### src/rtl/cpu_run_ctrl.sv
// Run/step/breakpoint controller driving the CPU enable and start inputs.
// Define CPU_RUN_CTRL_CYCLE_CNT_EN to build the saturating enabled-cycle counter; otherwise cycles reads 0.
module cpu_run_ctrl #(
  parameter int ADDR_W = 8,
  parameter int DATA_W = 16,
  parameter int STEP_W = 8,
  parameter int CNT_W  = 16
) (
  input  logic              clk,
  input  logic              rst,
  input  logic              start_btn,
  input  logic [1:0]        mode,
  input  logic [STEP_W-1:0] step_count,
  input  logic              bp_en,
  input  logic [ADDR_W-1:0] bp_addr,
  input  logic [ADDR_W-1:0] i_addr,
  input  logic [DATA_W-1:0] y_in,
  output logic              cpu_enable,
  output logic              cpu_start,
  output logic              running,
  output logic              bp_hit,
  output logic [CNT_W-1:0]  cycles,
  output logic [DATA_W-1:0] y_snap
);

  typedef enum logic [1:0] {IDLE, RUN, STEP, DONE} state_t;

  state_t            state, state_nx;
  logic              btn_p0, btn_p1, btn_p2;
  logic              btn_edge;
  logic              first_p, first_nx;
  logic [STEP_W-1:0] remaining, remaining_nx;
  logic              start_nx, bp_hit_nx, bp_cond, snap_en, active_nx;

  assign btn_edge = btn_p1 & ~btn_p2;
  // The first enabled cycle after entry is masked so the CPU can leave a breakpoint address.
  assign bp_cond  = bp_en & (i_addr == bp_addr) & ~first_p;

  always_comb begin
    state_nx     = state;
    remaining_nx = remaining;
    start_nx     = 1'b0;
    bp_hit_nx    = bp_hit;
    case (state)
      IDLE, DONE: begin
        if (btn_edge) begin
          case (mode)
            2'b00: state_nx = IDLE;
            2'b01: begin
              state_nx = RUN;
              start_nx = (state == IDLE);
            end
            2'b10: begin
              state_nx     = STEP;
              remaining_nx = STEP_W'(1);
              start_nx     = (state == IDLE);
            end
            default: begin
              if (step_count != '0) begin
                state_nx     = STEP;
                remaining_nx = step_count;
                start_nx     = (state == IDLE);
              end
            end
          endcase
        end
        if (state_nx != DONE) bp_hit_nx = 1'b0;
      end
      RUN: begin
        if (btn_edge || mode == 2'b00 || bp_cond) begin
          state_nx  = DONE;
          bp_hit_nx = bp_cond;
        end
      end
      default: begin
        remaining_nx = remaining - 1'b1;
        if (btn_edge || mode == 2'b00 || bp_cond || remaining == STEP_W'(1)) begin
          state_nx     = DONE;
          remaining_nx = '0;
          bp_hit_nx    = bp_cond;
        end
      end
    endcase
    active_nx = (state_nx == RUN) || (state_nx == STEP);
    first_nx  = active_nx && (state != RUN) && (state != STEP);
    snap_en   = (state_nx == DONE) && (state != DONE);
  end

  always_ff @(posedge clk) begin
    if (rst) begin
      state      <= IDLE;
      btn_p0     <= 1'b0;
      btn_p1     <= 1'b0;
      btn_p2     <= 1'b0;
      cpu_enable <= 1'b0;
      cpu_start  <= 1'b0;
      running    <= 1'b0;
      bp_hit     <= 1'b0;
      first_p    <= 1'b0;
      remaining  <= '0;
      y_snap     <= '0;
    end else begin
      btn_p0     <= start_btn;
      btn_p1     <= btn_p0;
      btn_p2     <= btn_p1;
      state      <= state_nx;
      cpu_enable <= active_nx;
      cpu_start  <= start_nx;
      running    <= active_nx;
      bp_hit     <= bp_hit_nx;
      first_p    <= first_nx;
      remaining  <= remaining_nx;
      if (snap_en) y_snap <= y_in;
    end
  end

`ifdef CPU_RUN_CTRL_CYCLE_CNT_EN
  function automatic logic [CNT_W-1:0] sat_inc(input logic [CNT_W-1:0] v);
    return (&v) ? v : v + 1'b1;
  endfunction

  always_ff @(posedge clk) begin
    if (rst)             cycles <= '0;
    else if (cpu_enable) cycles <= sat_inc(cycles);
  end
`else
  assign cycles = '0;
`endif

endmodule

### config.mk
export PLATFORM = sky130hd
export DESIGN_NAME = cpu_run_ctrl
export DESIGN_NICKNAME = d
export VERILOG_FILES = /design/src/rtl/cpu_run_ctrl.sv
export SDC_FILE = /design/constraint.sdc
export NUM_CORES = 1
export LEC_CHECK = 0
export ABC_AREA = 1
export CAP_MARGIN = 5
export CORE_AREA = 2 2 75 77
export DETAILED_ROUTE_END_ITERATION = 16
export DIE_AREA = 0 0 77 79
export HOLD_SLACK_MARGIN = 0.12
export PLACE_DENSITY = 0.71
export SLEW_MARGIN = 20
export SYNTH_ARGS = -nofsm -noshare
export SYNTH_HDL_FRONTEND = slang
export SYNTH_SLANG_ARGS = --single-unit
export TNS_END_PERCENT = 20
### constraint.sdc
create_clock -name clk -period 2.4 [get_ports clk]
set_clock_uncertainty 0.2 [all_clocks]
set_input_delay 0.24 -clock clk [delete_from_list [all_inputs] [get_ports clk]]
set_output_delay 0.24 -clock clk [all_outputs]
set_load 0.01 [all_outputs]
==> flow_summary.yaml <==
timing:
  timing_max_transition_violations_final: 0
  final_critical_path_setup_slack_ns: 0.100
  holdWs_ns: 0.0844
  sum_of_negative_setup_slack_ns: 0
  finalHoldViolCount: 0
  timing.slew.headroom: 0.569
  timing.fmax_mhz: 435
  final_cycle_utilization_of_the_critical_path: 0.958
  finalSetupViolCount: 0
  worstMarginPinSlew_ns: 0.646
  timing.final.crit_period_ns: 2.30
global_routing:
  antenna_violations_before_repair: 0
  grt_pass1_vias: 1961
  grt_max_degree: 17
  grt.total_usage: 0.166
  global_route.overflow_total: 0
  grt_first_pass_wirelength_mm: 8.27
pwr:
  max-vdd-ir-drop_v: 0.000480
  leakage_nw: 1.48
  power_density_nw_per_um2: 854
  power.total_mw: 2.59
floorplan:
  placement_rows: 27
  top_level_ports: 82
  core_area_um2: 5340
  chipWidth_um: 77
  die_ht_um: 79
  initial_core_util: 0.374
  dieArea_um2: 6080
worst_setup_path:
  path_max_fanout: 8
  critical-path-max-stage-delay_ns: 0.42
  timing.critical_path.to_type: "register"
  critical_path.top_delay_family: "simple AND/OR/NAND/NOR gates"
  worstPathCellList: "clkdlybuf4s50_1, nor2_1, nand2_1, nor2_2, nand2_1, nand2_2, nand2_1, nand2_2, nand2_1, nand2_1, o21ai_2, inv_1, ha_1, inv_1, nor2_4, clkinvlp_4, buf_6, nor2_1, nor2_1"
  setup.worst_path.end: "y_snap[13]"
  crit_path_start: "step_count[5]"
  path_depth: 19
  critical_path_class: "input port to register"
  worstRegToRegCells: 18
  timing.critical_path.required_ns: 2.39
  critical_path.slowest_cell: "sky130_fd_sc_hd__clkdlybuf4s50_1"
  critical_path_buf_inv_count: 5
  crit_arrival_ns: 2.29
  cpMostUsedCell: "sky130_fd_sc_hd__nand2_1"
  setup.worst_path.start_class: "input port"
  critical_path.reg2reg.startpoint: "state[0]"
  timing.reg2reg.setup_slack_ns: 0.16
  timing.rr.end: "y_snap[13]"
detailed_routing:
  drt_wl_total_mm: 5.02
  route.detailed.vias_per_inst: 4.52
  dr_wl_met2_mm: 2.22
  dr_wl_met3_um: 415
  detailroute.via_count: 2076
  drt-initial-drc-count: 74
  drt_pass1_iterations: 4
  drt_drc_violations_left: 0
  maxUsedRoutingLayer: "met4"
  wl_per_cell_um: 10.9
  wl_met1_mm: 2.32
  antenna_left: 0
placed_design:
  post-dp-hpwl_mm: 3.60
  buffer_ports.inserted: 65
  detailedPlace.worstSlack_ns: -0.346
  globalplace.congestion: 0.853
  placed_cells: 445
  dpl-instance-area_um2: 2800
synthesis:
  cell_type_with_the_largest_total_area_after_synthesis: "sky130_fd_sc_hd__dfxtp_1"
  synth_area_leaders: "sky130_fd_sc_hd__dfxtp_1 (33%), sky130_fd_sc_hd__nor2_1 (12%), sky130_fd_sc_hd__nand2_1 (9.2%)"
  yosys_register_bits: 33
  synth_cell_type_count: 27
  ys_seq_area_frac: 0.331
  post_synthesis_average_cell_area_um2: 6.81
  syn-cell-area_um2: 1990
  synth.yosys.warnings: 0
  synth_top_area_frac: 0.331
  synthCells: 293
clock_network:
  cts_root_buf: "sky130_fd_sc_hd__clkbuf_8"
  cts_hold_buffers: 0
  cts_bufs_inserted: 5
  tritoncts: "yes"
  clkSlewWorstSetupHoldPaths_ns: 0.07
  htree_num_levels: 2
  worst_skew_pair.late_latency_ns: 0.29
  tritoncts_num_sinks: 33
  cts_buffer_depth: 2
cells_and_area:
  fin_nets: 443
  fraction_of_layout_cells_with_a_size_suffix_above_1: 0.189
  antenna_cells: 0
  postLayoutCellArea_um2: 3030
  syn_to_final_growth_pct: 52.1
  finalNonFillerCells: 459
  layout_commonest_cell: "sky130_fd_sc_hd__clkdlybuf4s50_1"
  fillerInstances: 502
  fin_util: 0.568
  layout.cells.most_common_list: "sky130_fd_sc_hd__clkdlybuf4s50_1 (58), sky130_fd_sc_hd__nor2_1 (49), sky130_fd_sc_hd__nand2_1 (47), sky130_fd_sc_hd__inv_1 (34), sky130_fd_sc_hd__dfxtp_1 (31)"
outcome:
  status: "finished, final reports clean"
min_path:
  worstHoldPathCells: 3
  hold_path.class: "input port to register"
job:
  max_cap_viol_count: 0
## metal layers
metal | vias up | GRT usage
li1 | 1075 | -
met2 | 75 | 0.268
met5 | - | 0
met4 | 0 | 0.0554
met1 | 919 | 0.207
met3 | 7 | 0.0602
## registers in the layout, summed over array words and instances (netlist names)
register / cells
btn_p2: 1
bp_hit: 1
btn_p1: 1
running: 1
y_snap: 16
cpu_start: 1
remaining: 8
btn_p0: 1
state: 2
first_p: 1
## worst min-delay path by stage
stage | end | start
final | remaining[3] | step_count[3]
after global routing | remaining[3] | step_count[3]
after CTS | btn_p1 | btn_p0
after detailed placement | btn_p1 | btn_p0
after global placement | btn_p1 | btn_p0
after floorplan | btn_p0 | start_btn
## power by group
group	switching (mW)	internal [mW]	total, mW
combinational	0.734	0.669	1.40
sequential	0.0794	0.698	0.778
clock	0.208	0.201	0.409
total	1.02	1.57	2.59
## repair_timing
action                                  CTS  global route
endpoints found under the setup margin   16            17
setup buffers                             2             4
pin swaps                                 0             8
gates resized for setup                   1            51
## tightest hold or removal path, cell delays in order
cell and delay [ns]:
sky130_fd_sc_hd__dlymetal6s2s_1 0.11, sky130_fd_sc_hd__a21oi_1 0.07, sky130_fd_sc_hd__a21oi_1 0.12
## cell families after synthesis
family,share of synthesized area
and+or+nand+nor,0.298
buffers and inverters,0.155
AOI/OAI and AO/OA,0.101
DFF,0.331
adders and majority gates,0.0690
xor gates and xnor gates,0.0439
other,0.00188
## area by class of cell
type,instances,area [µm²],area share
clock buffers,6,72.6,0.0239
clock inverters,2,10.0,0.00330
inverters,38,146,0.0482
multi-input cells,214,1150,0.381
flip-flops and latches,33,663,0.219
well taps,72,90.1,0.0297
repair buffers,94,897,0.296
## synth_stat cells
master	number
sky130_fd_sc_hd__nand2_1	49
sky130_fd_sc_hd__o21ai_2	1
sky130_fd_sc_hd__dfxtp_1	33
sky130_fd_sc_hd__o21ai_0	17
sky130_fd_sc_hd__nand2_2	3
sky130_fd_sc_hd__buf_4	17
sky130_fd_sc_hd__ha_1	11
sky130_fd_sc_hd__nor2_2	3
sky130_fd_sc_hd__clkbuf_1	2
sky130_fd_sc_hd__buf_2	1
sky130_fd_sc_hd__a21oi_2	1
sky130_fd_sc_hd__xnor2_1	2
sky130_fd_sc_hd__nand3_1	6
sky130_fd_sc_hd__nor4_1	2
sky130_fd_sc_hd__conb_1	1
sky130_fd_sc_hd__inv_1	38
sky130_fd_sc_hd__buf_1	1
sky130_fd_sc_hd__nand3b_1	1
sky130_fd_sc_hd__o2111ai_1	1
sky130_fd_sc_hd__nor2_4	1
sky130_fd_sc_hd__buf_6	2
sky130_fd_sc_hd__xor2_1	8
sky130_fd_sc_hd__nand3_2	1
sky130_fd_sc_hd__o21ai_1	1
sky130_fd_sc_hd__nor2_1	62
sky130_fd_sc_hd__a21oi_1	17
sky130_fd_sc_hd__nand4_1	11
Power figures use the tool's default switching activity.
